===== src/rtl/keypad_scanner.sv =====
// 4x4 matrix keypad scanner: walks an active-low column strobe, synchronizes the rows,
// classifies each full scan and debounces presses/releases into a one-cycle num strobe.
module keypad_scanner #(
    parameter int SCAN_DIV       = 100000,
    parameter int DEBOUNCE_SCANS = 8
) (
    input  logic       clk,
    input  logic       rst,
    input  logic [3:0] row,
    output logic [3:0] col,
    output logic [3:0] num,
    output logic       num_valid,
    output logic       key_down
);

    localparam int DW = (SCAN_DIV > 1) ? $clog2(SCAN_DIV) : 1;
    localparam int CW = $clog2(DEBOUNCE_SCANS + 1);
    localparam logic [DW-1:0] DWELL_LAST = DW'(SCAN_DIV - 1);
    localparam logic [CW-1:0] DEB_TARGET = CW'(DEBOUNCE_SCANS);
    localparam logic [CW-1:0] CNT_ONE    = CW'(1);

    typedef enum logic [1:0] {
        IDLE     = 2'd0,
        DEBOUNCE = 2'd1,
        HELD     = 2'd2,
        RELEASE  = 2'd3
    } state_t;

    typedef enum logic [1:0] {
        RES_NONE   = 2'd0,
        RES_SINGLE = 2'd1,
        RES_MULTI  = 2'd2
    } result_t;

    function automatic logic [3:0] key_code(input logic [1:0] c, input logic [1:0] r);
        logic [3:0] code;
        case ({c, r})
            4'b00_00: code = 4'h1;
            4'b00_01: code = 4'h4;
            4'b00_10: code = 4'h7;
            4'b00_11: code = 4'h0;
            4'b01_00: code = 4'h2;
            4'b01_01: code = 4'h5;
            4'b01_10: code = 4'h8;
            4'b01_11: code = 4'hF;
            4'b10_00: code = 4'h3;
            4'b10_01: code = 4'h6;
            4'b10_10: code = 4'h9;
            4'b10_11: code = 4'hE;
            4'b11_00: code = 4'hA;
            4'b11_01: code = 4'hB;
            4'b11_10: code = 4'hC;
            default:  code = 4'hD;
        endcase
        return code;
    endfunction

    // ------------------------------------------------------------------
    // Row synchronizer
    // ------------------------------------------------------------------
    logic [3:0] row_meta_reg;
    logic [3:0] row_sync_reg;

    always_ff @(posedge clk) begin
        if (rst) begin
            row_meta_reg <= 4'b1111;
            row_sync_reg <= 4'b1111;
        end else begin
            row_meta_reg <= row;
            row_sync_reg <= row_meta_reg;
        end
    end

    // ------------------------------------------------------------------
    // Column scan timing
    // ------------------------------------------------------------------
    logic [DW-1:0] dwell_reg;
    logic [1:0]    col_idx_reg;
    logic [1:0]    col_idx_next;
    logic [3:0]    col_reg;
    logic          sample_tick;
    logic          scan_done;

    assign sample_tick  = (dwell_reg == DWELL_LAST);
    assign scan_done    = sample_tick && (col_idx_reg == 2'd3);
    assign col_idx_next = col_idx_reg + 2'd1;

    always_ff @(posedge clk) begin
        if (rst) begin
            dwell_reg   <= '0;
            col_idx_reg <= 2'd0;
            col_reg     <= 4'b1110;
        end else if (sample_tick) begin
            dwell_reg   <= '0;
            col_idx_reg <= col_idx_next;
            col_reg     <= ~(4'b0001 << col_idx_next);
        end else begin
            dwell_reg   <= dwell_reg + DW'(1);
        end
    end

    assign col = col_reg;

    // ------------------------------------------------------------------
    // Per-column contact decode
    // ------------------------------------------------------------------
    logic [3:0] row_closed;
    logic [3:0] row_key [4];

    for (genvar gi = 0; gi < 4; gi++) begin : g_row
        assign row_closed[gi] = ~row_sync_reg[gi];
        assign row_key[gi]    = key_code(col_idx_reg, 2'(gi));
    end

    logic [1:0] col_hits;
    logic [3:0] col_key;

    always_comb begin
        col_key = 4'h0;
        for (int r = 3; r >= 0; r--) begin
            if (row_closed[r]) begin
                col_key = row_key[r];
            end
        end
        if (row_closed == 4'b0000) begin
            col_hits = 2'd0;
        end else if ((row_closed & (row_closed - 4'd1)) == 4'b0000) begin
            col_hits = 2'd1;
        end else begin
            col_hits = 2'd2;
        end
    end

    // ------------------------------------------------------------------
    // Per-scan accumulator; contact count saturates at 2 (= MULTI)
    // ------------------------------------------------------------------
    logic [1:0] acc_hits_reg;
    logic [3:0] acc_key_reg;
    logic [2:0] hit_sum;
    logic [1:0] scan_hits;
    logic [3:0] scan_key;
    result_t    scan_result;

    always_comb begin
        hit_sum     = {1'b0, acc_hits_reg} + {1'b0, col_hits};
        scan_hits   = (hit_sum >= 3'd2) ? 2'd2 : hit_sum[1:0];
        scan_key    = (acc_hits_reg == 2'd0) ? col_key : acc_key_reg;
        scan_result = RES_NONE;
        if (scan_hits == 2'd1) begin
            scan_result = RES_SINGLE;
        end else if (scan_hits == 2'd2) begin
            scan_result = RES_MULTI;
        end
    end

    always_ff @(posedge clk) begin
        if (rst) begin
            acc_hits_reg <= 2'd0;
            acc_key_reg  <= 4'h0;
        end else if (scan_done) begin
            acc_hits_reg <= 2'd0;
            acc_key_reg  <= 4'h0;
        end else if (sample_tick) begin
            acc_hits_reg <= scan_hits;
            acc_key_reg  <= scan_key;
        end
    end

    // ------------------------------------------------------------------
    // Debounce FSM: state register / next-state / outputs
    // ------------------------------------------------------------------
    state_t        state_reg, state_next;
    logic [CW-1:0] cnt_reg, cnt_next, cnt_inc;
    logic [3:0]    cand_reg, cand_next;
    logic [3:0]    num_reg, num_next;
    logic          num_valid_reg, num_valid_next;
    logic          key_down_reg, key_down_next;
    logic          accept;

    always_ff @(posedge clk) begin
        if (rst) begin
            state_reg     <= IDLE;
            cnt_reg       <= '0;
            cand_reg      <= 4'h0;
            num_reg       <= 4'h0;
            num_valid_reg <= 1'b0;
            key_down_reg  <= 1'b0;
        end else begin
            state_reg     <= state_next;
            cnt_reg       <= cnt_next;
            cand_reg      <= cand_next;
            num_reg       <= num_next;
            num_valid_reg <= num_valid_next;
            key_down_reg  <= key_down_next;
        end
    end

    // cnt_reg stays below DEB_TARGET in every state, so cnt_inc never wraps.
    always_comb begin
        state_next = state_reg;
        cnt_next   = cnt_reg;
        cand_next  = cand_reg;
        accept     = 1'b0;
        cnt_inc    = cnt_reg + CNT_ONE;
        if (scan_done) begin
            case (state_reg)
                IDLE: begin
                    if (scan_result == RES_SINGLE) begin
                        cand_next = scan_key;
                        if (CNT_ONE >= DEB_TARGET) begin
                            accept     = 1'b1;
                            state_next = HELD;
                            cnt_next   = '0;
                        end else begin
                            state_next = DEBOUNCE;
                            cnt_next   = CNT_ONE;
                        end
                    end
                end
                DEBOUNCE: begin
                    if (scan_result == RES_SINGLE && scan_key == cand_reg) begin
                        if (cnt_inc >= DEB_TARGET) begin
                            accept     = 1'b1;
                            state_next = HELD;
                            cnt_next   = '0;
                        end else begin
                            cnt_next   = cnt_inc;
                        end
                    end else begin
                        state_next = IDLE;
                        cnt_next   = '0;
                    end
                end
                HELD: begin
                    if (scan_result == RES_NONE) begin
                        if (CNT_ONE >= DEB_TARGET) begin
                            state_next = IDLE;
                            cnt_next   = '0;
                        end else begin
                            state_next = RELEASE;
                            cnt_next   = CNT_ONE;
                        end
                    end
                end
                RELEASE: begin
                    if (scan_result == RES_NONE) begin
                        if (cnt_inc >= DEB_TARGET) begin
                            state_next = IDLE;
                            cnt_next   = '0;
                        end else begin
                            cnt_next   = cnt_inc;
                        end
                    end else begin
                        state_next = HELD;
                        cnt_next   = '0;
                    end
                end
                default: begin
                    state_next = IDLE;
                    cnt_next   = '0;
                end
            endcase
        end
    end

    always_comb begin
        num_next       = accept ? cand_next : num_reg;
        num_valid_next = accept;
        key_down_next  = (state_next == HELD) || (state_next == RELEASE);
    end

    assign num       = num_reg;
    assign num_valid = num_valid_reg;
    assign key_down  = key_down_reg;

endmodule


===== config.mk =====
export PLATFORM = sky130hd
export DESIGN_NAME = keypad_scanner
export DESIGN_NICKNAME = d
export VERILOG_FILES = /design/src/rtl/keypad_scanner.sv
export SDC_FILE = /design/constraint.sdc
export NUM_CORES = 1
export LEC_CHECK = 0
export CORE_ASPECT_RATIO = 0.6
export CORE_MARGIN = 1.5
export CORE_UTILIZATION = 53
export DETAILED_ROUTE_END_ITERATION = 7
export GPL_TIMING_DRIVEN = 0
export PLACE_DENSITY = 0.74
export REMOVE_ABC_BUFFERS = 1
export SLEW_MARGIN = 20
export SYNTH_ARGS = -nofsm -noshare
export SYNTH_HDL_FRONTEND = slang
export SYNTH_SLANG_ARGS = --single-unit
export TNS_END_PERCENT = 5

===== constraint.sdc =====
create_clock -name clk -period 3.1 [get_ports clk]
set_input_delay 0.62 -clock clk [delete_from_list [all_inputs] [get_ports clk]]
set_output_delay 0.62 -clock clk [all_outputs]
set_load 0.005 [all_outputs]

Word level (Yosys, flattened, before mapping)
Cells that the tools add are included.
Operators by class
  add/subtract/negate cells: 5
  multipliers: 0
  divide/modulo/power cells: 0
  $lt $le $gt $ge: 2
  equal/unequal tests: 15
  shifts and indexed selects: 1
  multiplexer cells: 35
  bitwise gates (word level): 6
  reduce and logical (&&, ||, !) cells: 12
Operators by type and width (count)
  $pmux 4 s4: 4
  $mux 4: 13
  $mux 2: 12
  $add 17x1->17 const B: 1
  $eq 17x17->1 const B: 1
  $eq 2x2->1 const B: 7
  $pmux 4 s3: 1
  $eq 2x1->1 const B: 4
  $logic_not 2->1: 4
  $logic_not 4->1: 2
  $pmux 2 s4: 1
  $add 4x1->4 const B: 1
  $and 4x4->4: 1
  $eq 4x4->1: 1
  $ge 4x4->1 const B: 1
  $mux 1: 4
  $ne 2x2->1 const B: 2
  $not 1->1: 4
  $not 4->4: 1
  $reduce_or 2->1: 2
  $shl 1x2->4 const A: 1
  $sub 4x1->4 const B: 1
  $add 2x2->3: 1
  $ge 3x2->1 const B: 1
  4 further kinds: 5
Word-level totals
  register bits: 53
  latch bits: 0
  memory bits (writable): 0
  ROM bits: 0
  input bits: 6
  output and inout port bits: 10
  memories kept: 0

Logic depth before layout (Yosys ltp)
Gate-level depths: netlist of the first run.
  depth after elaboration: 19
  depth in mapped cells: 17
  depth with buffers taken out: 16

Least setup slack after synthesis of the first run
OpenSTA, ideal clock, no wires.
  path type: register -> register
  from: register row_sync_reg[2]
  to: register num_reg[0] (netlist: num[0])
  arrival: 3031 ps
  required time: 2977 ps
  setup slack: -54 ps
  cell stages (with the launch flop): 17
  buffers on the path: 1
  cell sequence: dfxtp_1 clkbuf_1 xnor2_1 nand2_1 o211ai_1 o21ai_0 ha_1 fa_1 nor2_1 and2_1 ha_1 nand2b_1 nor2_1 mux2_2 nand4_1 nor2_2 mux2_1
On the way
  longest elaborated chain between the ends: 17
  elaborated cells between the ends (all ways): 27
RTL lines
  start, declared: line 62  | logic [3:0] row_sync_reg;
  start signal, assigned: line 70  | row_sync_reg <= row_meta_reg;
  $not 1->1 *: line 111  | assign row_closed[gi] = ~row_sync_reg[gi];
  $sub 4x1->4: line 127  | end else if ((row_closed & (row_closed - 4'd1)) == 4'b0000) begin
  $and 4x4->4: line 127
  $logic_not 4->1: line 127
  $mux 2: line 127
  $mux 2 *: line 125  | if (row_closed == 4'b0000) begin
  $add 2x2->3 *: line 145  | hit_sum = {1'b0, acc_hits_reg} + {1'b0, col_hits};
  $ge 3x2->1: line 146  | scan_hits = (hit_sum >= 3'd2) ? 2'd2 : hit_sum[1:0];
  (+1 left out)
  named net scan_hits[0]: line 140  | logic [1:0] scan_hits;
  $eq 2x2->1: line 151  | end else if (scan_hits == 2'd2) begin
  $mux 2: line 151
  $mux 2 *: line 149  | if (scan_hits == 2'd1) begin
  $eq 2x1->1 *: line 208, 221
  $logic_and 1x1->1: line 221  | if (scan_result == RES_SINGLE && scan_key == cand_reg) begin
  $mux 1: line 221
  $mux 1: line 206  | case (state_reg)
  $mux 1: line 205  | if (scan_done) begin
  end signal, assigned: line 192  | num_reg <= num_next;
  end, declared: line 175  | logic [3:0] num_reg, num_next;
The timed path passes the listed nets; every way through them passes the cells marked *.
A chain may end at the register's enable or synchronous reset.

Final worst setup path of the first run
Ends and elaborated chain as after synthesis.

==> results of run 1 <==
layer usage:
layer / share of wire (%) / wire length [µm]
met4: 0.59 / 31
met3: 4.6 / 241
met1: 54 / 2820
met2: 41 / 2170
met5: 0 / 0
how the worst max path moves through the flow:
stage | end | slack, ns
2_1_floorplan | num[0] | 0.05
3_3_place_gp | num[0] | -0.41
3_5_place_dp | num[2] | -0.40
4_1_cts | cnt_reg[2] | 0.003
5_1_grt | num[0] | -0.20
6_report | num[0] | -0.05
cells in the mapped netlist, drive strengths merged, types with 3 or more instances:
| master | number |
|---|---|
| dfxtp | 53 |
| nor2 | 38 |
| nand2 | 21 |
| a21oi | 19 |
| nand3 | 15 |
| or2 | 12 |
| ha | 11 |
| inv | 11 |
| xnor2 | 11 |
| clkbuf | 8 |
| xor2 | 8 |
| nand4 | 7 |
| o21ai | 7 |
| and3 | 6 |
| mux2 | 6 |
| nor2b | 5 |
| a2111o | 4 |
| nand2b | 4 |
| a211o | 3 |
| nor4 | 3 |
| or3 | 3 |
layout make-up:
cell class / count / area, µm² / share of cell area (%)
clock buffers: 6 / 82.6 / 2.77
clock inverters: 1 / 7.51 / 0.252
inverters: 11 / 41.3 / 1.38
multi-input cells: 215 / 1510 / 50.6
flip-flops and latches: 53 / 1070 / 35.9
well taps: 63 / 78.8 / 2.64
repair buffers: 21 / 194 / 6.50
worst reg2reg max path: stages (launching register included):
cell	delay, ns
dfxtp_4	0.37
and2_4	0.17
o211ai_1	0.17
o21ai_1	0.09
ha_2	0.19
fa_1	0.49
nor2_2	0.14
and2_4	0.17
ha_4	0.13
nand2b_4	0.09
nor2_4	0.11
mux2_4	0.15
nand4_1	0.10
buf_6	0.16
nor2_4	0.19
mux2_4	0.33
cell families after synthesis:
group,after synthesis,share of synthesized area [%]
and+or+nand+nor,130,27.6
DFF,53,41.0
AOI/OAI and AO/OA,45,11.4
buffers and inverters,21,3.63
xor gates and xnor gates,19,6.43
adders and majority gates,13,6.48
muxes,8,3.39
where the power goes:
group	total, mW	switching [mW]	internal (mW)	leakage (nW)
Sequential	0.696	0.00845	0.688	0.429
Combinational	0.0857	0.0442	0.0415	0.637
Clock	0.394	0.217	0.177	0.0433
Total	1.18	0.269	0.906	1.11
stage by stage:
step	total power, mW	worst slack, ns	util (%)
after CTS	1.17	0.00277	62.4
after global routing	1.22	-0.203	64.3
after detailed placement	0.774	-0.404	59.5
final	1.18	-0.0501	64.3
after global placement	0.774	-0.414	59.6
after floorplan	0.750	0.0495	-
what timing repair did:
item	4_1_cts	5_1_grt
gates resized for setup	10	16
setup buffers	3	3
pin swaps	1	12
setup endpoints to repair	10	10
==> results by group, run 1 <==
Floorplanning
  – DIE HEIGHT: 57.1 µm
  – Core Region: 0.00464 mm²
  – I/O pins: 16
  – Num rows: 19
  – DIE AREA: 0.00532 mm²
  – Initial Util: 55.8%
  – Chip width: 93.2 µm

GRT
  – GRT overflow: 0
  – First-pass GRT wire length: 8300 µm
  – Initial antenna violation count: 0
  – Vias in the first global route: 1787
  – Met2 Resource Use GR: 28.1%
  – Met3 Use GR: 4.53%
  – Busiest layer in global routing: met1
  – Gr usage total: 19.9%
  – Pin count of the biggest net entering global routing: 40
  – Met1 GRT Util: 30.4%

Drt
  – Drt drc: 0
  – Initial DRC count: 127
  – First-pass detailed-route iteration total: 4
  – Routed len/inst: 14.2 µm
  – ANT nets after route: 0
  – DR vias/cell: 5.60
  – DR vias: 2073
  – Final WL: 5260 µm

Synthesis
  – Mapped cell area: 0.00259 mm²
  – Synth top area share: 41.0%
  – Synthesized instance count: 289
  – Biggest area consumer among synthesized cells: dfxtp_1
  – Ranking of synthesized cells by area: dfxtp_1, ha_1, nor2_1
  – Unique masters post-synth: 50
  – Post-synthesis sequential area ratio: 41.0%
  – Post-synth EDFFs: 0
  – Post-synthesis register bit count: 53
  – Mean Syn Cell Area: 8.95 µm²
  – Async SR Flop Fraction: 0%
  – Synth Flop Type: dfxtp_1
  – Synth warn: 0

Timing
  – Fin. Hold Viols: 0
  – Slew margin rel.: 51.8%
  – Final TNS setup: -0.180 ns
  – Final hold slack: 0.416 ns
  – Fin crit period: 3.15 ns
  – Worst Setup Slack, final: -0.0501 ns
  – Max Fclk: 317 MHz
  – Pins over their slew limit: 0
  – Final setup viols: 5
  – Max Clock Skew: 0.00511 ns
  – Crit share post-route: 102%
  – Least-Margin Pin Slew: 0.723 ns
  – RSZ-0062 raised after global routing: yes

Clocking
  – Clock buffer depth: 2
  – CTS tree: built
  – Clock transition at the registers of the reported paths: 0.09 ns
  – Worst-Skew Late Latency: 0.30 ns
  – Htree depth: 2
  – Clock root buffer: clkbuf_8
  – Hold buffer count at CTS: 0
  – Clock sinks: 53
  – Cts bufs inserted: 5

Layout
  – Commonest non-fill, non-tap cell in the layout: dfxtp_1
  – Most frequent cells in the layout: dfxtp_1, nor2_1, nand2_1, a21oi_1
  – Nets: 325
  – Layout fillers: 391
  – Fin cells: 370
  – Share of cells above drive strength 1: 16.0%
  – Max reg flops: 17
  – Diodes inserted: 0
  – Design area: 0.00298 mm²
  – Area delta synth->final: 15.3%

Worst setup path
  – CP max FO: 7
  – CP endpoint kind: flip-flop
  – Critical path cell sequence: and2_4 -> o211ai_1 -> o21ai_1 -> ha_2 -> fa_1 -> nor2_2 -> and2_4 -> ha_4 -> nand2b_4 -> nor2_4 -> mux2_4 -> nand4_1 -> buf_6 -> nor2_4 -> mux2_4
  – Crit Reg-Reg Endpoint: num[0]
  – Flop2flop setup slack: -0.05 ns
  – CP top delay family: simple AND/OR/NAND/NOR gates
  – CP arrival: 3.34 ns
  – Worst path bufs/invs: 1
  – CP max-delay cell: fa_1
  – Crit path kind: flip-flop to flip-flop
  – CP startpoint kind: flip-flop
  – Worst R2R Start: row_sync_reg[2]
  – Worst Reg-to-Reg Cells: 15
  – Crit path required time: 3.29 ns
  – WP depth: 15
  – Critical Path Start: row_sync_reg[2]
  – Slowest Stage Delay on Critical Path: 0.49 ns

Min path
  – Hold Crit Class: flip-flop to flip-flop
  – Hold EP: row_sync_reg[2]
  – Hold Startpoint: row_meta_reg[2]
  – Hold path depth: 1

Place
  – Port buffer count: 15
  – Dpl hpwl: 3550 µm
  – Placed Area: 0.00276 mm²
  – Inst Count DP: 357
  – GPL Wtd Cong: 0.861

Power and ir drop
  – Power Density: 394 mW/mm²
  – Static Leak: 1.11 nW
  – VDD IR max: 0.000260 V

Outcome
  – Status: finished, violations left
  – Failing checks: setup timing

Job
  – Max-cap violation count: 0
No activity file was read; power rests on OpenSTA's default activity.
==> run 2, diff against run 1 <==
- PLACE_DENSITY: 0.74 -> unset
- PLACE_DENSITY_LB_ADDON: unset -> 0.08
==> results by group, run 2 (synthesis results as in run 1) <==
Outcome
  – Status: finished clean

Clocking
  – CTS tree: built
  – Clock transition at the registers of the reported paths: 0.11 ns (+0.02 ns)
  – Clock buffer depth: 2 (unchanged)
  – Worst-Skew Late Latency: 0.31 ns (about the same)
  – Clock sinks: 53 (unchanged)
  – Clock root buffer: clkbuf_8
  – Htree depth: 2 (unchanged)
  – Cts bufs inserted: 5 (unchanged)
  – Hold buffer count at CTS: 0 (unchanged)

Drt
  – Initial DRC count: 144 (+13%)
  – First-pass detailed-route iteration total: 4 (unchanged)
  – Final WL: 4920 µm (-6.5%)
  – Drt drc: 0 (unchanged)
  – Routed len/inst: 13.3 µm (-6.2%)
  – DR vias/cell: 5.37 (-4.2%)
  – DR vias: 1980 (-4.5%)
  – ANT nets after route: 0 (unchanged)

Timing
  – RSZ-0062 raised after global routing: yes
  – Crit share post-route: 98.9% (-2.7 points)
  – Final setup viols: 0 (-5)
  – Least-Margin Pin Slew: 0.747 ns (+0.0246 ns)
  – Slew margin rel.: 50.2% (-1.6 points)
  – Max Fclk: 326 MHz (+2.8%)
  – Fin crit period: 3.07 ns (-0.0846 ns)
  – Max Clock Skew: 0.0137 ns (+0.00855 ns)
  – Fin. Hold Viols: 0 (unchanged)
  – Pins over their slew limit: 0 (unchanged)

Power and ir drop
  – VDD IR max: 0.000223 V (-14%)
  – Pint: 0.893 mW (-1.4%)
  – Reg power frac: 58.7% (-0.5 points)
  – Sw frac: 24.7% (+1.7 points)
  – Logic gate share of total power: 7.1% (-0.2 points)
  – Net Sw Power: 0.292 mW (+8.5%)
  – Static Leak: 1.11 nW (+0.31%)
  – Clk pwr share: 34.2% (+0.7 points)
  – Power Density: 398 mW/mm² (+0.93%)

Min path
  – Hold Crit Class: flip-flop to flip-flop
  – Hold path depth: 1 (unchanged)
  – Hold EP: row_sync_reg[3]
  – Hold Startpoint: row_meta_reg[3]

Layout
  – Max reg flops: 17 (unchanged)
  – Commonest non-fill, non-tap cell in the layout: dfxtp_1
  – Multi-input logic area: 0.00152 mm² (+0.50%)
  – Post-route core utilization: 64.3% (about the same)
  – Most frequent cells in the layout: dfxtp_1, nor2_1, nand2_1, a21oi_1
  – Layout fillers: 408 (+4.3%)
  – Area delta synth->final: 15.2% (about the same)
  – Nets: 323 (-0.62%)
  – Share of cells above drive strength 1: 16.3% (+0.38 points)
  – Fin cells: 369 (-0.27%)
  – Diodes inserted: 0 (unchanged)
  – FF/Latch Area: 0.00107 mm² (unchanged)

Worst setup path
  – CP max FO: 8 (+1)
  – Worst R2R Start: row_sync_reg[3]
  – Crit path kind: flip-flop to flip-flop
  – Crit path required time: 3.31 ns (+0.02 ns)
  – CP startpoint kind: flip-flop
  – Flop2flop setup slack: 0.03 ns (+0.08 ns)
  – CP arrival: 3.28 ns (-0.06 ns)
  – Worst Reg-to-Reg Cells: 15 (unchanged)
  – CP endpoint kind: flip-flop
  – Crit Reg-Reg Endpoint: num[3]

Place
  – Dpl hpwl: 3410 µm (-4.0%)
  – Port buffer count: 15 (unchanged)
  – Inst Count DP: 357 (unchanged)
  – GPL Wtd Cong: 0.832 (-3.4%)

GRT
  – Initial antenna violation count: 0 (unchanged)
  – Vias in the first global route: 1627 (-9.0%)
  – GRT overflow: 0 (unchanged)
  – Pin count of the biggest net entering global routing: 40 (unchanged)
  – Gr usage total: 20.1% (+0.19 points)
  – First-pass GRT wire length: 8250 µm (-0.66%)

Job
  – Max-cap violation count: 0 (unchanged)

Floorplanning
  – I/O pins: 16 (unchanged)
  – Chip width: 93.2 µm (unchanged)
  – Initial Util: 55.8% (unchanged)
  – DIE AREA: 0.00532 mm² (unchanged)
  – DIE HEIGHT: 57.1 µm (unchanged)
  – Num rows: 19 (unchanged)
  – Core Region: 0.00464 mm² (unchanged)
==> run 2: cell count changes in the layout (fill, tap and decap cells not counted), sizes merged <==
cell / change
buf: -2
clkinv: +2
clkbuf: -1
clkinvlp: -1
inv: +1
==> run 2: how the worst max path moves through the flow <==
stage	startpoint	to	slack (ns)	cells after the start
2_1_floorplan	row_sync_reg[2]	num[0]	0.05	15
3_3_place_gp	row_sync_reg[2]	num[1]	-0.43	14
3_5_place_dp	row_sync_reg[2]	num[3]	-0.50	15
4_1_cts	row_sync_reg[3]	cnt_reg[2]	0.01	15
5_1_grt	row_sync_reg[3]	num[1]	-0.10	16
6_report	row_sync_reg[3]	num[3]	0.03	15
==> run 2: cell type report <==
class,count,share of cell area [%]
clock buffers,5,2.31
clock inverters,3,0.882
inverters,11,1.39
multi-input cells,215,50.9
flip-flops and latches,53,35.9
well taps,63,2.64
repair buffers,19,6.00
==> run 2: per-layer routing <==
metal / GRT usage, % / routed length (µm) / up-vias
met4: 7.14 / 35 / 0
met3: 4.40 / 277 / 2
met5: 0 / 0 / -
met2: 22.5 / 1730 / 52
met1: 34.6 / 2880 / 894
li1: - / - / 1032
==> run 2: power by group through the flow <==
stage | Clock [mW] | Sequential, mW | Combinational (mW)
finish | 0.405 | 0.696 | 0.0836
global route | 0.447 | 0.698 | 0.0919
CTS | 0.420 | 0.696 | 0.0714
detailed placement | 0 | 0.712 | 0.0619
global placement | 0 | 0.712 | 0.0619
floorplan | 0 | 0.710 | 0.0403
==> run 2: stage by stage <==
step	TNS [ns]	power (mW)	worst slack, ns	instance area, µm²	hold slack [ns]
2_1_floorplan	0	0.750	0.0495	2530	0.389
3_3_place_gp	-3.17	0.774	-0.434	2760	0.391
3_5_place_dp	-3.74	0.774	-0.498	2760	0.394
4_1_cts	0	1.19	0.0100	2920	0.411
5_1_grt	-0.535	1.24	-0.105	2980	0.429
6_report	0	1.19	0.0345	2980	0.415
==> run 2: critical path, cell delays in order, from the launching register on <==
cell	delay, ns
dfxtp_4	0.39
and2_4	0.18
o211ai_1	0.15
o21ai_1	0.09
ha_2	0.18
fa_1	0.45
nor2_2	0.14
and2_4	0.17
ha_4	0.14
nand2b_4	0.08
nor2_2	0.09
mux2_4	0.14
nand4_1	0.09
buf_6	0.16
nor2_4	0.19
mux2_4	0.32
==> run 2: what timing repair did <==
| item | in CTS | in global routing |
|---|---|---|
| resized for setup | 14 | 13 |
| setup endpoints to repair | 11 | 9 |
| pin swaps | 2 | 7 |
| gates cloned | 0 | 0 |
| buffers inserted | 3 | 1 |
